$ cat src/rtl/ip_bus_arbiter_pkg.sv
// Shared types and constants for the MSX-50BUS arbiter slice.
package ip_bus_arbiter_pkg;

    localparam int unsigned ADDR_W = 16;
    localparam int unsigned DATA_W = 8;
    localparam int unsigned CNT_W  = 8;

    typedef enum logic [1:0] {
        IDLE  = 2'd0,
        ISSUE = 2'd1,
        WAIT  = 2'd2,
        DONE  = 2'd3
    } state_t;

    typedef enum logic {
        GRANT_M0 = 1'b0,
        GRANT_M1 = 1'b1
    } grant_t;

    localparam logic [DATA_W-1:0] OPEN_BUS_DATA = 8'hFF;

    typedef struct packed {
        logic              write;
        logic              io;
        logic [ADDR_W-1:0] address;
        logic [DATA_W-1:0] wdata;
    } bus_req_t;

    // Round-robin pick: on a tie the master that did not win last time goes first.
    function automatic grant_t pick_grant(logic m0_req, logic m1_req, grant_t last_grant);
        if (m0_req && m1_req) begin
            return (last_grant == GRANT_M1) ? GRANT_M0 : GRANT_M1;
        end else if (m1_req) begin
            return GRANT_M1;
        end
        return GRANT_M0;
    endfunction

endpackage

$ cat src/rtl/ip_bus_arbiter_if.sv
// Requester handshakes and the shared bus strobe set of the arbiter.
interface ip_bus_arbiter_if;
    import ip_bus_arbiter_pkg::*;

    logic              m0_req;
    logic              m0_write;
    logic              m0_io;
    logic [ADDR_W-1:0] m0_address;
    logic [DATA_W-1:0] m0_wdata;
    logic              m0_ack;
    logic [DATA_W-1:0] m0_rdata;

    logic              m1_req;
    logic              m1_write;
    logic              m1_io;
    logic [ADDR_W-1:0] m1_address;
    logic [DATA_W-1:0] m1_wdata;
    logic              m1_ack;
    logic [DATA_W-1:0] m1_rdata;

    logic [ADDR_W-1:0] bus_address;
    logic [DATA_W-1:0] bus_write_data;
    logic              bus_read;
    logic              bus_write;
    logic              bus_io;
    logic              bus_memory;
    logic              bus_read_ready;
    logic [DATA_W-1:0] bus_read_data;
    logic              timeout;

    // master: the arbiter's view; slave: requesters plus the bus slaves
    modport master (
        input  m0_req, m0_write, m0_io, m0_address, m0_wdata,
        input  m1_req, m1_write, m1_io, m1_address, m1_wdata,
        input  bus_read_ready, bus_read_data,
        output m0_ack, m0_rdata, m1_ack, m1_rdata,
        output bus_address, bus_write_data, bus_read, bus_write,
        output bus_io, bus_memory, timeout
    );

    modport slave (
        output m0_req, m0_write, m0_io, m0_address, m0_wdata,
        output m1_req, m1_write, m1_io, m1_address, m1_wdata,
        output bus_read_ready, bus_read_data,
        input  m0_ack, m0_rdata, m1_ack, m1_rdata,
        input  bus_address, bus_write_data, bus_read, bus_write,
        input  bus_io, bus_memory, timeout
    );

endinterface

$ cat src/rtl/ip_bus_wait_timer.sv
// Read wait-state counter: finishes a read on slave ready or after TIMEOUT_CYCLES waits.
module ip_bus_wait_timer
    import ip_bus_arbiter_pkg::*;
#(
    parameter int unsigned TIMEOUT_CYCLES = 16
) (
    input  logic clk,
    input  logic reset,
    input  logic start,
    input  logic ready,
    output logic done,
    output logic expired
);

    localparam logic [CNT_W-1:0] LAST_WAIT = CNT_W'(TIMEOUT_CYCLES - 1);

    logic             running;
    logic [CNT_W-1:0] count;

    always_ff @(posedge clk or posedge reset) begin
        if (reset) begin
            running <= 1'b0;
            count   <= '0;
        end else if (start) begin
            running <= 1'b1;
            count   <= '0;
        end else if (running) begin
            if (ready || (count == LAST_WAIT)) begin
                running <= 1'b0;
            end else begin
                count <= count + CNT_W'(1);
            end
        end
    end

    // Ready wins over expiry when both land on the last wait cycle.
    always_comb begin
        done    = running && ready;
        expired = running && !ready && (count == LAST_WAIT);
    end

endmodule

$ cat src/rtl/ip_bus_arbiter.sv
// Two-master arbiter for the MSX-50BUS: grants, issues strobes and returns read data or open bus.
module ip_bus_arbiter
    import ip_bus_arbiter_pkg::*;
#(
    parameter int unsigned TIMEOUT_CYCLES = 16
) (
    input  logic             clk,
    input  logic             reset,
    ip_bus_arbiter_if.master bus
);

    state_t            state;
    grant_t            grant;
    grant_t            last_grant;
    logic              cur_write;

    grant_t            next_grant_c;
    bus_req_t          sel_c;
    logic              start_c;
    logic [DATA_W-1:0] read_data_c;
    logic              wait_done;
    logic              wait_expired;

    always_comb begin
        next_grant_c = pick_grant(bus.m0_req, bus.m1_req, last_grant);
        if (next_grant_c == GRANT_M0) begin
            sel_c.write   = bus.m0_write;
            sel_c.io      = bus.m0_io;
            sel_c.address = bus.m0_address;
            sel_c.wdata   = bus.m0_wdata;
        end else begin
            sel_c.write   = bus.m1_write;
            sel_c.io      = bus.m1_io;
            sel_c.address = bus.m1_address;
            sel_c.wdata   = bus.m1_wdata;
        end
        start_c     = (state == ISSUE) && !cur_write;
        read_data_c = wait_done ? bus.bus_read_data : OPEN_BUS_DATA;
    end

    ip_bus_wait_timer #(
        .TIMEOUT_CYCLES(TIMEOUT_CYCLES)
    ) u_wait_timer (
        .clk    (clk),
        .reset  (reset),
        .start  (start_c),
        .ready  (bus.bus_read_ready),
        .done   (wait_done),
        .expired(wait_expired)
    );

    always_ff @(posedge clk or posedge reset) begin
        if (reset) begin
            state              <= IDLE;
            grant              <= GRANT_M0;
            last_grant         <= GRANT_M1;
            cur_write          <= 1'b0;
            bus.m0_ack         <= 1'b0;
            bus.m1_ack         <= 1'b0;
            bus.m0_rdata       <= '0;
            bus.m1_rdata       <= '0;
            bus.bus_address    <= '0;
            bus.bus_write_data <= '0;
            bus.bus_read       <= 1'b0;
            bus.bus_write      <= 1'b0;
            bus.bus_io         <= 1'b0;
            bus.bus_memory     <= 1'b0;
            bus.timeout        <= 1'b0;
        end else begin
            bus.m0_ack    <= 1'b0;
            bus.m1_ack    <= 1'b0;
            bus.bus_read  <= 1'b0;
            bus.bus_write <= 1'b0;
            bus.timeout   <= 1'b0;
            case (state)
                IDLE: begin
                    if (bus.m0_req || bus.m1_req) begin
                        state              <= ISSUE;
                        grant              <= next_grant_c;
                        last_grant         <= next_grant_c;
                        cur_write          <= sel_c.write;
                        bus.bus_address    <= sel_c.address;
                        bus.bus_write_data <= sel_c.wdata;
                        bus.bus_read       <= !sel_c.write;
                        bus.bus_write      <= sel_c.write;
                        bus.bus_io         <= sel_c.io;
                        bus.bus_memory     <= !sel_c.io;
                    end
                end
                ISSUE: begin
                    if (cur_write) begin
                        state          <= DONE;
                        bus.m0_ack     <= (grant == GRANT_M0);
                        bus.m1_ack     <= (grant == GRANT_M1);
                        bus.bus_io     <= 1'b0;
                        bus.bus_memory <= 1'b0;
                    end else begin
                        state <= WAIT;
                    end
                end
                WAIT: begin
                    if (wait_done || wait_expired) begin
                        state          <= DONE;
                        bus.timeout    <= wait_expired;
                        bus.bus_io     <= 1'b0;
                        bus.bus_memory <= 1'b0;
                        if (grant == GRANT_M0) begin
                            bus.m0_ack   <= 1'b1;
                            bus.m0_rdata <= read_data_c;
                        end else begin
                            bus.m1_ack   <= 1'b1;
                            bus.m1_rdata <= read_data_c;
                        end
                    end
                end
                DONE: begin
                    state <= IDLE;
                end
                default: begin
                    state <= IDLE;
                end
            endcase
        end
    end

endmodule

$ cat src/flat_wrapper.sv
// flat-port wrapper written by rule: the top's interface ports become plain ports
module ip_bus_arbiter_flat import ip_bus_arbiter_pkg::*;
#(
    parameter int unsigned TIMEOUT_CYCLES = 16
)
  (clk, reset, bus_m0_req, bus_m0_write, bus_m0_io, bus_m0_address, bus_m0_wdata, bus_m1_req, bus_m1_write, bus_m1_io, bus_m1_address, bus_m1_wdata, bus_bus_read_ready, bus_bus_read_data, bus_m0_ack, bus_m0_rdata, bus_m1_ack, bus_m1_rdata, bus_bus_address, bus_bus_write_data, bus_bus_read, bus_bus_write, bus_bus_io, bus_bus_memory, bus_timeout);
  ip_bus_arbiter_if bus_i ();
  input  logic clk;
  input  logic reset;
  input wire logic [$bits(bus_i.m0_req)-1:0] bus_m0_req;
  input wire logic [$bits(bus_i.m0_write)-1:0] bus_m0_write;
  input wire logic [$bits(bus_i.m0_io)-1:0] bus_m0_io;
  input wire logic [$bits(bus_i.m0_address)-1:0] bus_m0_address;
  input wire logic [$bits(bus_i.m0_wdata)-1:0] bus_m0_wdata;
  input wire logic [$bits(bus_i.m1_req)-1:0] bus_m1_req;
  input wire logic [$bits(bus_i.m1_write)-1:0] bus_m1_write;
  input wire logic [$bits(bus_i.m1_io)-1:0] bus_m1_io;
  input wire logic [$bits(bus_i.m1_address)-1:0] bus_m1_address;
  input wire logic [$bits(bus_i.m1_wdata)-1:0] bus_m1_wdata;
  input wire logic [$bits(bus_i.bus_read_ready)-1:0] bus_bus_read_ready;
  input wire logic [$bits(bus_i.bus_read_data)-1:0] bus_bus_read_data;
  output wire logic [$bits(bus_i.m0_ack)-1:0] bus_m0_ack;
  output wire logic [$bits(bus_i.m0_rdata)-1:0] bus_m0_rdata;
  output wire logic [$bits(bus_i.m1_ack)-1:0] bus_m1_ack;
  output wire logic [$bits(bus_i.m1_rdata)-1:0] bus_m1_rdata;
  output wire logic [$bits(bus_i.bus_address)-1:0] bus_bus_address;
  output wire logic [$bits(bus_i.bus_write_data)-1:0] bus_bus_write_data;
  output wire logic [$bits(bus_i.bus_read)-1:0] bus_bus_read;
  output wire logic [$bits(bus_i.bus_write)-1:0] bus_bus_write;
  output wire logic [$bits(bus_i.bus_io)-1:0] bus_bus_io;
  output wire logic [$bits(bus_i.bus_memory)-1:0] bus_bus_memory;
  output wire logic [$bits(bus_i.timeout)-1:0] bus_timeout;
  assign bus_i.m0_req = bus_m0_req;
  assign bus_i.m0_write = bus_m0_write;
  assign bus_i.m0_io = bus_m0_io;
  assign bus_i.m0_address = bus_m0_address;
  assign bus_i.m0_wdata = bus_m0_wdata;
  assign bus_i.m1_req = bus_m1_req;
  assign bus_i.m1_write = bus_m1_write;
  assign bus_i.m1_io = bus_m1_io;
  assign bus_i.m1_address = bus_m1_address;
  assign bus_i.m1_wdata = bus_m1_wdata;
  assign bus_i.bus_read_ready = bus_bus_read_ready;
  assign bus_i.bus_read_data = bus_bus_read_data;
  assign bus_m0_ack = bus_i.m0_ack;
  assign bus_m0_rdata = bus_i.m0_rdata;
  assign bus_m1_ack = bus_i.m1_ack;
  assign bus_m1_rdata = bus_i.m1_rdata;
  assign bus_bus_address = bus_i.bus_address;
  assign bus_bus_write_data = bus_i.bus_write_data;
  assign bus_bus_read = bus_i.bus_read;
  assign bus_bus_write = bus_i.bus_write;
  assign bus_bus_io = bus_i.bus_io;
  assign bus_bus_memory = bus_i.bus_memory;
  assign bus_timeout = bus_i.timeout;
  ip_bus_arbiter #(.TIMEOUT_CYCLES(TIMEOUT_CYCLES)) u_core (.clk(clk), .reset(reset), .bus(bus_i));
endmodule
$ cat config.mk
export PLATFORM = sky130hd
export DESIGN_NAME = ip_bus_arbiter_flat
export DESIGN_NICKNAME = d
export VERILOG_FILES = /design/src/rtl/ip_bus_arbiter_pkg.sv /design/src/rtl/ip_bus_arbiter_if.sv /design/src/rtl/ip_bus_wait_timer.sv /design/src/rtl/ip_bus_arbiter.sv /design/src/flat_wrapper.sv
export SDC_FILE = /design/constraint.sdc
export NUM_CORES = 1
export LEC_CHECK = 0
export ABC_AREA = 1
export CORE_MARGIN = 2
export CORE_UTILIZATION = 41
export CTS_BUF_LIST = sky130_fd_sc_hd__clkbuf_8
export CTS_CLUSTER_DIAMETER = 100
export CTS_CLUSTER_SIZE = 10
export DETAILED_ROUTE_END_ITERATION = 8
export PLACE_DENSITY = 0.78
export SLEW_MARGIN = 20
export SYNTH_ARGS = -nofsm -noshare
export SYNTH_HDL_FRONTEND = slang
export SYNTH_HIERARCHICAL = 1
export SYNTH_SLANG_ARGS = --single-unit
$ cat constraint.sdc
create_clock -name clk -period 1.65 [get_ports clk]
set_input_delay 0.4125 -clock clk [delete_from_list [all_inputs] [get_ports clk]]
set_output_delay 0.4125 -clock clk [all_outputs]
set_load 0.02 [all_outputs]
==> metrics.txt, run 1 <==
cts hold-fix bufs=0; HPWL Detailed=~5600 um; Layout Cells excl Fill=between 600 and 700; Crit Path Category=reg -> reg; register area share after synthesis=about 51%; largest net degree at the start of global routing=29; clk_skew=between 0.004 and 0.005 ns; Reg clk slew, reported paths=about 0.070 ns; CTS Root Cell=clkbuf_8; Tmin final=~1.6 ns; CORE AREA=a little over 7000 um^2; via count=2802; Mapped Area=3020 um^2; leakage power=2.20 nW; Synth Net Count=444; # port buffers=111; CTS tree=built; Fillers=~620; Mapped Cells=about 370; post-synthesis mux area share=0%; DRC viols=0; min-delay worst type=in -> async; worst-margin pin slew=0.385 ns; Synth Register Bits=between 60 and 70; Slew headroom=74.1%; adder-cell area share of the yosys netlist=under 10%; gr ovfl total=0; First DRT Iteration DRCs=~150; routability cong.=about 0.80; Inserted Clock Buffers=9; f_max=around 640 MHz; most common cell after layout, fill and taps aside=nand2_1; Die W=around 90 um; largest family of logic cells by synthesized area=simple AND/OR/NAND/NOR gates; Max Cap Violations=0; Yosys warnings=6; Synth Area in Compound Gates=a little over a tenth; dpl cells=a little under 600; crit start category=register; Final WS setup=between 0.09 and 0.1 ns; final setup vio count=0; worst path arrival time=between 1.5 and 2 ns; fin nets=approximately 580; vias in the first global route=2733; drt total wl=about 7300 um; ANT cells=0; fin util=~64%; Tcrit/Tclk final=between 90% and 100%; Power Density=between 1500 and 2000 nW/um^2; initial antenna violation count=0; Die Ht=around 90 um; Yosys cell types=25; pre-CTS WS=-0.247 ns; synth-to-layout area growth=52.8%; Synth Area in Simple Gates=26.4%; post-route ant nets=0; Max IR drop VDD=approximately 0.83 mV; H-tree depth=3; status=completed; max-slew violation count=0; # clock sinks=~60; post-synthesis xor/xnor area fraction=0.580%; fin area=~4600 um^2; vias per cell=~4.6; setup TNS=0 ns; Worst-Skew Late Latency=roughly 0.33 ns; dpl cell area=between 4000 and 5000 um^2; layout cells sized above 1=about an eighth; CP Capture Type=register; num rows=31; total power=roughly 7.4 mW; crit-path max FO=16; RSZ-0062 raised after global routing=true; most frequent cells in the layout=116 x nand2_1, 64 x clkdlybuf4s50_1, 60 x dfrtp_1; first-pass GRT wire length=around 12000 um; initial cell density of the core=between 40% and 50%; # IOs=about 110; die area=approximately 8100 um^2; syn avg cell area=between 8 and 9 um^2; Critical Path RT=between 1.5 and 2 ns; Final Hold Fails=0; DR pass1 iterations=4; Avg WL per Cell=about 12 um; GRT Total Usage=a little under a fifth; WHS=about 0.4 ns; clk buf depth=2
timing repair:
item                                    CTS  global route
hold endpoints to repair                  0             0
endpoints found under the setup margin   51            26
resized for setup                        49            10
pin swaps                                 2             2
buffers inserted                          2             0
layout make-up:
class	instances	area [um^2]	area share, %
repair buffers	133	1320	28.5
clock buffers	12	165	3.58
well taps	99	124	2.68
clock inverters	4	46.3	1.00
flip-flops and latches	61	1530	33.1
inverters	48	184	3.98
multi-input cells	250	1250	27.1
state kept, by name, summed over array words and instances (netlist names):
| name | count |
|---|---|
| u_core/bus.bus_write | 1 |
| u_core/bus.bus_read | 1 |
| u_core/bus.m1_rdata | 8 |
| u_core/bus.m1_ack | 1 |
| u_core/bus.bus_io | 1 |
| u_core/bus.timeout | 1 |
| u_core/bus.m0_rdata | 8 |
| u_core/cur_write | 1 |
| u_core/state | 2 |
| u_core/bus.bus_memory | 1 |
| u_core/u_wait_timer/running | 1 |
| u_core/u_wait_timer/count | 8 |
| u_core/grant | 1 |
| u_core/bus.m0_ack | 1 |
| u_core/last_grant | 1 |
| u_core/bus.bus_address | 16 |
| u_core/bus.bus_write_data | 8 |
critical path, stage by stage, from the launching register on:
cell and delay (ns):
dfrtp_1 0.36, ha_2 0.19, nand2_2 0.07, nor2_4 0.10
nand3_2 0.10, nor2_4 0.13, nor2_4 0.07, nor3_4 0.15
buf_12 0.17, nand2_1 0.06, o21ai_0 0.07
power by group:
part,internal [mW],switching [mW],total [mW]
registers,2.15,0.352,2.50
logic,1.45,2.10,3.55
clock network,0.813,0.556,1.37
metal layers:
metal	up-vias	part of all wire [%]	global-route usage (%)
li1	1433	-	-
met1	1261	42	21.6
met2	97	48	32.3
met3	11	8.0	5.87
met4	0	1.8	8.85
met5	-	0	0
Yosys cell counts (all sizes together):
cell	number	area share [%]
nor2	47	6.9
o21bai	3	0.75
nand3	11	1.8
nand4	4	0.83
xor2	2	0.58
a21oi	1	0.17
dfstp	1	0.87
inv	48	6.0
ha	7	2.9
o21ai	24	4.3
nand2	123	16
o211ai	1	0.25
dfrtp	60	50
buf	13	3.1
and2	1	0.21
a31oi	24	5.0
nor3	2	1.1
final timing paths:
path                                                           from                                 end  slack (ns)  depth (start not counted)
max in group asynchronous                                     reset       u_core/last_grant$_DFFE_PP1P_        0.81                          3
hold / removal                                                reset         u_core/bus.m0_ack$_DFF_PP0_        0.40                          2
setup reg to reg           u_core/u_wait_timer/count[1]$_DFFE_PP0P_  u_core/bus.m1_rdata[4]$_DFFE_PP0P_        0.09                         10
min in group clk                      u_core/last_grant$_DFFE_PP1P_       u_core/last_grant$_DFFE_PP1P_        0.48                          2
hold reg to reg                       u_core/last_grant$_DFFE_PP1P_       u_core/last_grant$_DFFE_PP1P_        0.48                          2
setup / recovery           u_core/u_wait_timer/count[1]$_DFFE_PP0P_  u_core/bus.m1_rdata[4]$_DFFE_PP0P_        0.09                         10
kinds of logic after synthesis:
| logic type | count (synthesis) |
|---|---|
| AO/OA/AOI/OAI | 53 |
| adder cells (fa/ha/maj) | 7 |
| buffers and inverters | 61 |
| flip-flops | 61 |
| XOR/XNOR | 2 |
| AND/OR/NAND/NOR | 188 |
Note: power is estimated with default switching activity, not from simulation.
==> inputs of run 2 (changes only) <==
SLEW_MARGIN = 15   (was 20)
==> results of run 2 <==
Same layout as run 1: the final DEF is identical, and so are final timing and power.
